### src/rtl/dm_pkg.sv
// Shared types, funct3 encodings and access-legality helpers for the data-memory controller.
package dm_pkg;

    typedef enum logic [1:0] {
        IDLE   = 2'd0,
        WAIT   = 2'd1,
        ACCESS = 2'd2,
        RESP   = 2'd3
    } dm_state_e;

    localparam logic [2:0] F3_B  = 3'b000;
    localparam logic [2:0] F3_H  = 3'b001;
    localparam logic [2:0] F3_W  = 3'b010;
    localparam logic [2:0] F3_BU = 3'b100;
    localparam logic [2:0] F3_HU = 3'b101;

    // Half-words need addr[0]=0, words need addr[1:0]=0; bytes are always aligned.
    function automatic logic dm_misaligned(input logic [2:0] funct3, input logic [1:0] addr_lo);
        logic mis;
        case (funct3)
            F3_H, F3_HU: mis = addr_lo[0];
            F3_W:        mis = (addr_lo != 2'b00);
            default:     mis = 1'b0;
        endcase
        return mis;
    endfunction

    // Stores only have B/H/W; loads additionally have BU/HU.
    function automatic logic dm_illegal(input logic we, input logic [2:0] funct3);
        logic ill;
        if (we) begin
            ill = (funct3 > F3_W);
        end else begin
            case (funct3)
                F3_B, F3_H, F3_W, F3_BU, F3_HU: ill = 1'b0;
                default:                        ill = 1'b1;
            endcase
        end
        return ill;
    endfunction

endpackage

### src/rtl/dm_if.sv
// Request/response handshake bundle between the MEM stage (master) and dm_ctrl (slave).
interface dm_if #(
    parameter int DM_ADDRESS = 9,
    parameter int DATA_W     = 32
) ();
    logic                  req_valid;
    logic                  req_ready;
    logic                  req_we;
    logic [2:0]            req_funct3;
    logic [DM_ADDRESS-1:0] req_addr;
    logic [DATA_W-1:0]     req_wdata;
    logic                  resp_valid;
    logic                  resp_ready;
    logic [DATA_W-1:0]     resp_rdata;
    logic                  resp_err;

    modport master (
        output req_valid, req_we, req_funct3, req_addr, req_wdata, resp_ready,
        input  req_ready, resp_valid, resp_rdata, resp_err
    );

    modport slave (
        input  req_valid, req_we, req_funct3, req_addr, req_wdata, resp_ready,
        output req_ready, resp_valid, resp_rdata, resp_err
    );
endinterface

### src/rtl/dm_bank.sv
// Single-port word array with per-byte write enables and a registered read port.
module dm_bank #(
    parameter int DEPTH_W = 7,
    parameter int DATA_W  = 32
) (
    input  logic               clk,
    input  logic               rst_n,
    input  logic               en_i,
    input  logic               we_i,
    input  logic [3:0]         be_i,
    input  logic [DEPTH_W-1:0] idx_i,
    input  logic [DATA_W-1:0]  wdata_i,
    output logic [DATA_W-1:0]  rdata_o
);

    logic [DATA_W-1:0] mem_q [0:(1<<DEPTH_W)-1];
    logic [DATA_W-1:0] rdata_q;

    // Byte-enabled write; contents are deliberately left unreset.
    always_ff @(posedge clk) begin
        if (en_i && we_i) begin
            for (int b = 0; b < 4; b++) begin
                if (be_i[b]) begin
                    mem_q[idx_i][8*b +: 8] <= wdata_i[8*b +: 8];
                end
            end
        end
    end

    // Registered read; the data register holds between reads.
    always_ff @(posedge clk or negedge rst_n) begin
        if (!rst_n) begin
            rdata_q <= {DATA_W{1'b0}};
        end else if (en_i && !we_i) begin
            rdata_q <= mem_q[idx_i];
        end
    end

    assign rdata_o = rdata_q;

endmodule

### src/rtl/dm_ctrl.sv
// Handshaked RV32 data-memory controller: alignment, extension, byte enables and wait states.
module dm_ctrl
    import dm_pkg::*;
#(
    parameter int DM_ADDRESS  = 9,
    parameter int DATA_W      = 32,
    parameter int WAIT_STATES = 0
) (
    input  logic clk,
    input  logic rst_n,
    dm_if.slave  bus
);

    localparam int         IDX_W = DM_ADDRESS - 2;
    localparam logic [2:0] WS_L  = 3'(WAIT_STATES);

    if (DATA_W != 32) begin : g_bad_data_w
        $error("dm_ctrl: DATA_W must be 32");
    end
    if (WAIT_STATES < 0 || WAIT_STATES > 7) begin : g_bad_wait
        $error("dm_ctrl: WAIT_STATES must be 0..7");
    end

    dm_state_e             state_q, state_d;
    logic [2:0]            wcnt_q, wcnt_d;
    logic                  we_q, we_d;
    logic [2:0]            f3_q, f3_d;
    logic [DM_ADDRESS-1:0] addr_q, addr_d;
    logic [DATA_W-1:0]     wdata_q, wdata_d;
    logic                  err_q, err_d;
    logic                  req_ready_q, req_ready_d;
    logic                  resp_valid_q, resp_valid_d;
    logic [DATA_W-1:0]     resp_rdata_q, resp_rdata_d;
    logic                  resp_err_q, resp_err_d;

    logic                  bank_en_s;
    logic                  bank_we_s;
    logic [3:0]            bank_be_s;
    logic [DATA_W-1:0]     bank_wdata_s;
    logic [DATA_W-1:0]     bank_rdata_s;
    logic [DATA_W-1:0]     load_data_s;
    logic [7:0]            byte_s;
    logic [15:0]           half_s;

    dm_bank #(
        .DEPTH_W (IDX_W),
        .DATA_W  (DATA_W)
    ) u_bank (
        .clk     (clk),
        .rst_n   (rst_n),
        .en_i    (bank_en_s),
        .we_i    (bank_we_s),
        .be_i    (bank_be_s),
        .idx_i   (addr_q[DM_ADDRESS-1:2]),
        .wdata_i (bank_wdata_s),
        .rdata_o (bank_rdata_s)
    );

    // State, captured request and registered response outputs.
    always_ff @(posedge clk or negedge rst_n) begin
        if (!rst_n) begin
            state_q      <= IDLE;
            wcnt_q       <= 3'd0;
            we_q         <= 1'b0;
            f3_q         <= 3'd0;
            addr_q       <= {DM_ADDRESS{1'b0}};
            wdata_q      <= {DATA_W{1'b0}};
            err_q        <= 1'b0;
            req_ready_q  <= 1'b1;
            resp_valid_q <= 1'b0;
            resp_rdata_q <= {DATA_W{1'b0}};
            resp_err_q   <= 1'b0;
        end else begin
            state_q      <= state_d;
            wcnt_q       <= wcnt_d;
            we_q         <= we_d;
            f3_q         <= f3_d;
            addr_q       <= addr_d;
            wdata_q      <= wdata_d;
            err_q        <= err_d;
            req_ready_q  <= req_ready_d;
            resp_valid_q <= resp_valid_d;
            resp_rdata_q <= resp_rdata_d;
            resp_err_q   <= resp_err_d;
        end
    end

    // Next state; the response registers load one cycle into RESP, once read data is settled.
    always_comb begin
        state_d      = state_q;
        wcnt_d       = wcnt_q;
        we_d         = we_q;
        f3_d         = f3_q;
        addr_d       = addr_q;
        wdata_d      = wdata_q;
        err_d        = err_q;
        req_ready_d  = req_ready_q;
        resp_valid_d = resp_valid_q;
        resp_rdata_d = resp_rdata_q;
        resp_err_d   = resp_err_q;
        bank_en_s    = 1'b0;
        bank_we_s    = 1'b0;
        case (state_q)
            IDLE: begin
                if (bus.req_valid && req_ready_q) begin
                    we_d        = bus.req_we;
                    f3_d        = bus.req_funct3;
                    addr_d      = bus.req_addr;
                    wdata_d     = bus.req_wdata;
                    err_d       = dm_misaligned(bus.req_funct3, bus.req_addr[1:0]) |
                                  dm_illegal(bus.req_we, bus.req_funct3);
                    wcnt_d      = 3'd0;
                    req_ready_d = 1'b0;
                    state_d     = (WS_L != 3'd0) ? WAIT : ACCESS;
                end else begin
                    state_d = IDLE;
                end
            end
            WAIT: begin
                wcnt_d = wcnt_q + 3'd1;
                if (wcnt_q + 3'd1 == WS_L) begin
                    state_d = ACCESS;
                end else begin
                    state_d = WAIT;
                end
            end
            ACCESS: begin
                // Erroneous requests never touch the array.
                bank_en_s = ~err_q;
                bank_we_s = we_q & ~err_q;
                state_d   = RESP;
            end
            RESP: begin
                if (!resp_valid_q) begin
                    resp_valid_d = 1'b1;
                    resp_err_d   = err_q;
                    resp_rdata_d = (we_q || err_q) ? {DATA_W{1'b0}} : load_data_s;
                end else if (bus.resp_ready) begin
                    resp_valid_d = 1'b0;
                    resp_err_d   = 1'b0;
                    resp_rdata_d = {DATA_W{1'b0}};
                    req_ready_d  = 1'b1;
                    state_d      = IDLE;
                end else begin
                    state_d = RESP;
                end
            end
            default: begin
                state_d      = IDLE;
                req_ready_d  = 1'b1;
                resp_valid_d = 1'b0;
                resp_err_d   = 1'b0;
                resp_rdata_d = {DATA_W{1'b0}};
            end
        endcase
    end

    // Store lane steering: byte enables plus data replicated across the lanes.
    always_comb begin
        bank_be_s    = 4'b0000;
        bank_wdata_s = wdata_q;
        case (f3_q)
            F3_B: begin
                bank_be_s    = 4'b0001 << addr_q[1:0];
                bank_wdata_s = {4{wdata_q[7:0]}};
            end
            F3_H: begin
                bank_be_s    = addr_q[1] ? 4'b1100 : 4'b0011;
                bank_wdata_s = {2{wdata_q[15:0]}};
            end
            F3_W: begin
                bank_be_s = 4'b1111;
            end
            default: begin
                bank_be_s = 4'b0000;
            end
        endcase
    end

    // Load lane selection and sign/zero extension.
    always_comb begin
        byte_s = bank_rdata_s[{addr_q[1:0], 3'b000} +: 8];
        half_s = addr_q[1] ? bank_rdata_s[31:16] : bank_rdata_s[15:0];
        case (f3_q)
            F3_B:    load_data_s = {{24{byte_s[7]}}, byte_s};
            F3_H:    load_data_s = {{16{half_s[15]}}, half_s};
            F3_W:    load_data_s = bank_rdata_s;
            F3_BU:   load_data_s = {24'd0, byte_s};
            F3_HU:   load_data_s = {16'd0, half_s};
            default: load_data_s = {DATA_W{1'b0}};
        endcase
    end

    assign bus.req_ready  = req_ready_q;
    assign bus.resp_valid = resp_valid_q;
    assign bus.resp_rdata = resp_rdata_q;
    assign bus.resp_err   = resp_err_q;

endmodule

### src/flat_wrapper.sv
// flat-port wrapper written by rule: the top's interface ports become plain ports
module dm_ctrl_flat import dm_pkg::*;
#(
    parameter int DM_ADDRESS  = 9,
    parameter int DATA_W      = 32,
    parameter int WAIT_STATES = 0
)
  (clk, rst_n, bus_req_valid, bus_req_we, bus_req_funct3, bus_req_addr, bus_req_wdata, bus_resp_ready, bus_req_ready, bus_resp_valid, bus_resp_rdata, bus_resp_err);
  dm_if #(.DM_ADDRESS(DM_ADDRESS), .DATA_W(DATA_W)) bus_i ();
  input  logic clk;
  input  logic rst_n;
  input wire logic [$bits(bus_i.req_valid)-1:0] bus_req_valid;
  input wire logic [$bits(bus_i.req_we)-1:0] bus_req_we;
  input wire logic [$bits(bus_i.req_funct3)-1:0] bus_req_funct3;
  input wire logic [$bits(bus_i.req_addr)-1:0] bus_req_addr;
  input wire logic [$bits(bus_i.req_wdata)-1:0] bus_req_wdata;
  input wire logic [$bits(bus_i.resp_ready)-1:0] bus_resp_ready;
  output wire logic [$bits(bus_i.req_ready)-1:0] bus_req_ready;
  output wire logic [$bits(bus_i.resp_valid)-1:0] bus_resp_valid;
  output wire logic [$bits(bus_i.resp_rdata)-1:0] bus_resp_rdata;
  output wire logic [$bits(bus_i.resp_err)-1:0] bus_resp_err;
  assign bus_i.req_valid = bus_req_valid;
  assign bus_i.req_we = bus_req_we;
  assign bus_i.req_funct3 = bus_req_funct3;
  assign bus_i.req_addr = bus_req_addr;
  assign bus_i.req_wdata = bus_req_wdata;
  assign bus_i.resp_ready = bus_resp_ready;
  assign bus_req_ready = bus_i.req_ready;
  assign bus_resp_valid = bus_i.resp_valid;
  assign bus_resp_rdata = bus_i.resp_rdata;
  assign bus_resp_err = bus_i.resp_err;
  dm_ctrl #(.DM_ADDRESS(DM_ADDRESS), .DATA_W(DATA_W), .WAIT_STATES(WAIT_STATES)) u_core (.clk(clk), .rst_n(rst_n), .bus(bus_i));
endmodule
### config.mk
export PLATFORM = sky130hd
export DESIGN_NAME = dm_ctrl_flat
export DESIGN_NICKNAME = d
export VERILOG_FILES = /design/src/rtl/dm_pkg.sv /design/src/rtl/dm_if.sv /design/src/rtl/dm_bank.sv /design/src/rtl/dm_ctrl.sv /design/src/flat_wrapper.sv
export SDC_FILE = /design/constraint.sdc
export NUM_CORES = 2
export LEC_CHECK = 0
export CAP_MARGIN = 20
export CORE_UTILIZATION = 24
export DETAILED_ROUTE_END_ITERATION = 10
export GPL_TIMING_DRIVEN = 1
export HOLD_SLACK_MARGIN = 0.05
export PLACE_DENSITY_LB_ADDON = 0.1
export SYNTH_ARGS = -nofsm -noshare
export SYNTH_HDL_FRONTEND = slang
export SYNTH_SLANG_ARGS = --single-unit
export TNS_END_PERCENT = 100
### constraint.sdc
create_clock -name clk -period 9.24 [get_ports clk]
set_clock_uncertainty 0.1 [all_clocks]
set_input_delay 0.924 -clock clk [delete_from_list [all_inputs] [get_ports clk]]
set_output_delay 0.924 -clock clk [all_outputs]
set_load 0.01 [all_outputs]
==> metrics.log <==
[metrics] status: completed
[metrics] end-of-flow core utilization: approximately 28%
[metrics] fraction of the mapped netlist area in adder cells: less than 1%
[metrics] number of library cell types mapped by synthesis: 76
[metrics] Max-Slew Margin vs Limit: approximately 15%
[metrics] endpoint type of the worst setup path: flop
[metrics] Avg Synthesized Cell Area: roughly 18 um2
[metrics] crit path launch type: flop
[metrics] share of flip-flops with an asynchronous set or reset: under 10%
[metrics] effective utilization at floorplan: around a quarter
[metrics] Worst Hold Slack: about 270 ps
[metrics] CTS Buffer Depth: 4
[metrics] simple-gate share of the synthesized area: under 10%
[metrics] Area Growth Syn to Fin: 18.3%
[metrics] YS warnings: 0
[metrics] share of cell area taken by muxes after synthesis: a little under a tenth
[metrics] final number of max-transition violations: 0
[metrics] Data required, critical path: between 10,000 and 15,000 ps
[metrics] Most common cell on crit path: buf_12
[metrics] latest clock arrival within the worst-skew pair: about 1100 ps
[metrics] fin nets: just over 9,000
[metrics] FMAX: 0.183 GHz
[metrics] Core Footprint: a little under 700,000 um2
[metrics] level count of the clock H-tree: 5
[metrics] Cell Count, Final, Fillers Out: roughly 19,000
[metrics] register bit total from synthesis: between 4,000 and 5,000
[metrics] DP Wirelength: 443 mm
[metrics] cell with the biggest individual delay on the critical path: dfrtp_4
[metrics] Die Span Y: about 830 um
[metrics] Post-synth EDFFs: 4,096
[metrics] number of design-rule violations left by the first detailed-router iteration: 10,600
[metrics] Num Clock Sinks: 4,214
[metrics] post-route fraction of the period consumed by the critical path: between 50% and 60%
[metrics] total routing resource utilization after global routing: 19.5%
[metrics] Post-Synth XOR/XNOR Area: 0%
[metrics] Synth Area in Compound Gates: under 10%
[metrics] maximum single-stage delay on the critical path: roughly 920 ps
[metrics] port buffer count: 83
[metrics] chain of cells forming the critical path: buf_12 -> nor2b_4 -> buf_12 -> buf_4 -> a22oi_1 -> o221ai_1 -> o22ai_1 -> o31ai_1 -> nor4b_1 -> o21ai_1
[metrics] largest net degree at the start of global routing: 129
[metrics] maximum VDD drop: approximately 480 uV
[metrics] total of cells resized after clock tree synthesis: 0
[metrics] Crit Reg-Reg Startpoint: u_core.addr_q[2]$_DFFE_PN0P_
[metrics] clk slew on worst S/H paths: ~60 ps
[metrics] Netlist Area Pre-Place: 163,000 um2
[metrics] die width: about 830 um
[metrics] wire length of the first global-routing pass: 906 mm
[metrics] Power Dens Cells: ~370 nW/um2
[metrics] aggregate negative setup slack: 0 ps
[metrics] first-pass iteration count of the detailed router: 6
[metrics] initial antenna violation count: 90
[metrics] PnR Total Power: between 70 and 80 mW
[metrics] cells after synthesis: 8,855
[metrics] grt ovf: 0
[metrics] post-CTS setup-driven buffer insertion count: 0
[metrics] Hold WC Path Type: primary input to asynchronous set/reset pin
[metrics] transition time at the pin with the least slew margin: around 1300 ps
[metrics] number of ports placed on the die boundary: 84
[metrics] number of buffers inserted during clock tree synthesis: 479
[metrics] hold-fix buffer count after cts: 1
[metrics] Die Outline Area: 683,000 um2
[metrics] capture instance of the worst register-to-register path: u_core.u_bank.rdata_o[8]$_DFFE_PN0P_
[metrics] max-cap violations: 0
[metrics] via total after detailed routing: approximately 93,000
[metrics] overall routed net length: roughly 700 mm
[metrics] unrepaired setup endpoints after global routing: false
[metrics] cell leakage power: between 50 and 60 nW
[metrics] leading register cell type out of synthesis: edfxtp_1
[metrics] fill cell total of the finished layout: around 67,000
[metrics] routability cong.: about 0.81
[metrics] root buffer cell: clkbuf_16
[metrics] final setup violating endpoints: 0
[metrics] average wire per cell in the routed design: around 37 um
[metrics] CP Data Arrival Time: 6340 ps
[metrics] row count: approximately 300
[metrics] residual antenna-violating net count after detailed routing: 0
[metrics] number of global-route vias before repair: around 94,000
[metrics] clock tree from TritonCTS: yes
[metrics] proportion of layout cells with a drive suffix above 1: 19.6%
[metrics] register area share after synthesis: 77.2%
[metrics] setup slack on the worst flop-to-flop path: between 3000 and 4000 ps
[metrics] depth of the worst register-to-register path: 10
[metrics] number of hold-slack violations in the final timing report: 0
[metrics] via density per instance: roughly 5
[metrics] placed cell count: between 15,000 and 20,000
[metrics] main combinational cell family by area after synthesis: multiplexers
[metrics] Synth Net Count: around 8,900
[metrics] WS Path Type: flop to flop
[metrics] remaining design rule violation count: 0
[metrics] highest net fanout along the worst path: just over 90
[metrics] Min Clock Period, post-route: around 5500 ps
sequential cells by signal (all words and copies together) (netlist names), 2 cells and up:
| name | flops |
|---|---|
| u_core.addr_q | 9 |
| u_core.f3_q | 3 |
| u_core.state_q | 2 |
| u_core.wdata_q | 32 |
| u_core.u_bank.mem_q | 4096 |
| u_core.u_bank.rdata_o | 32 |
| u_core.bus.resp_rdata | 32 |
| u_core.wcnt_q | 3 |
logic make-up after synthesis:
kind of cell / count (synthesis)
flops: 4214
compound gates: 1629
simple gates: 1511
mux: 848
buf+inv: 651
fa+ha+maj: 2
how the worst max path moves through the flow:
stage                                  start                               endpoint  cells after the start
6_report        u_core.addr_q[2]$_DFFE_PN0P_   u_core.u_bank.rdata_o[8]$_DFFE_PN0P_                     10
5_1_grt         u_core.addr_q[2]$_DFFE_PN0P_   u_core.u_bank.rdata_o[0]$_DFFE_PN0P_                      8
4_1_cts         u_core.addr_q[4]$_DFFE_PN0P_  u_core.u_bank.rdata_o[11]$_DFFE_PN0P_                     10
3_5_place_dp    u_core.addr_q[4]$_DFFE_PN0P_  u_core.u_bank.rdata_o[11]$_DFFE_PN0P_                     10
3_3_place_gp    u_core.addr_q[2]$_DFFE_PN0P_  u_core.u_bank.rdata_o[30]$_DFFE_PN0P_                      8
2_1_floorplan  u_core.wdata_q[5]$_DFFE_PN0P_   u_core.u_bank.mem_q[0][29]$_DFFE_PP_                      2
report_power, final:
| part | total (mW) | switching (mW) | leakage [nW] | internal (mW) |
|---|---|---|---|---|
| sequential | 26.1 | 0.852 | 38.7 | 25.2 |
| combinational | 25.4 | 19.1 | 13.1 | 6.29 |
| clock | 19.3 | 8.12 | 7.62 | 11.2 |
per-layer routing:
layer / track usage (%) / vias to the layer above / part of all wire, %
met5: 0 / - / 0.013
met4: 4.96 / 12 / 2.9
met3: 3.22 / 745 / 6.1
met2: 32.0 / 3504 / 47
met1: 26.9 / 51500 / 44
li1: - / 37300 / -
placed cells by master (no fill, tap or decap), drive strengths merged, types with 81 or more instances in the layout:
cell,synthesis,routed
a21oi,188,188
dfrtp,117,117
o21ai,241,241
mux2i,189,189
a22oi,155,155
mux4,538,538
clkdlybuf4s50,0,82
mux2,121,121
a221oi,586,586
nand2,535,535
edfxtp,4096,4096
a221o,81,81
nor2,758,758
buf,367,459
clkbuf,271,632
clkinv,0,192
final cells by class:
type / count / area [um2] / share of cell area [%]
antenna: 39 / 97.6 / 0.0506
clock inverter: 260 / 2920 / 1.51
tap: 8968 / 11200 / 5.82
multi-input combinational: 3990 / 34600 / 18.0
timing repair buffer: 545 / 5130 / 2.66
inverter: 13 / 76.3 / 0.0396
sequential: 4214 / 126000 / 65.3
clock buffer: 630 / 12800 / 6.62
worst max-delay path, delay by kind of cell, from the launching register on:
kind,cells,cell delay [ps]
and+or+nand+nor,2,500
DFF,1,920
AOI/OAI and AO/OA,5,1960
buffers and inverters,3,1430
cell usage after synthesis, types with 19 or more instances:
cell | n | share of area (%)
edfxtp_1 | 4096 | 75
nor2_1 | 756 | 1.7
a221oi_1 | 586 | 3.1
mux4_2 | 535 | 7.4
nand2_1 | 535 | 1.2
clkbuf_1 | 271 | 0.62
o21ai_0 | 239 | 0.73
buf_2 | 211 | 0.65
mux2i_1 | 189 | 1.2
a21oi_1 | 188 | 0.58
a22oi_1 | 155 | 0.71
mux2_2 | 121 | 0.84
dfrtp_1 | 117 | 1.8
a221o_1 | 81 | 0.50
buf_1 | 65 | 0.15
buf_4 | 59 | 0.27
nand3_1 | 57 | 0.17
a22o_1 | 52 | 0.28
o221ai_1 | 52 | 0.28
nor3_1 | 43 | 0.13
a2111oi_0 | 38 | 0.20
a31oi_1 | 35 | 0.13
o211ai_1 | 32 | 0.15
buf_6 | 29 | 0.20
o22ai_1 | 28 | 0.11
nor4_1 | 23 | 0.088
a211oi_1 | 21 | 0.097
o31ai_1 | 19 | 0.087
per-stage QoR:
step	worst slack [ps]	area, um2
finish	3770	193000
global route	3720	193000
CTS	3730	192000
detailed placement	3790	177000
global placement	2740	176000
floorplan	2730	163000
Power figures use the tool's default switching activity.
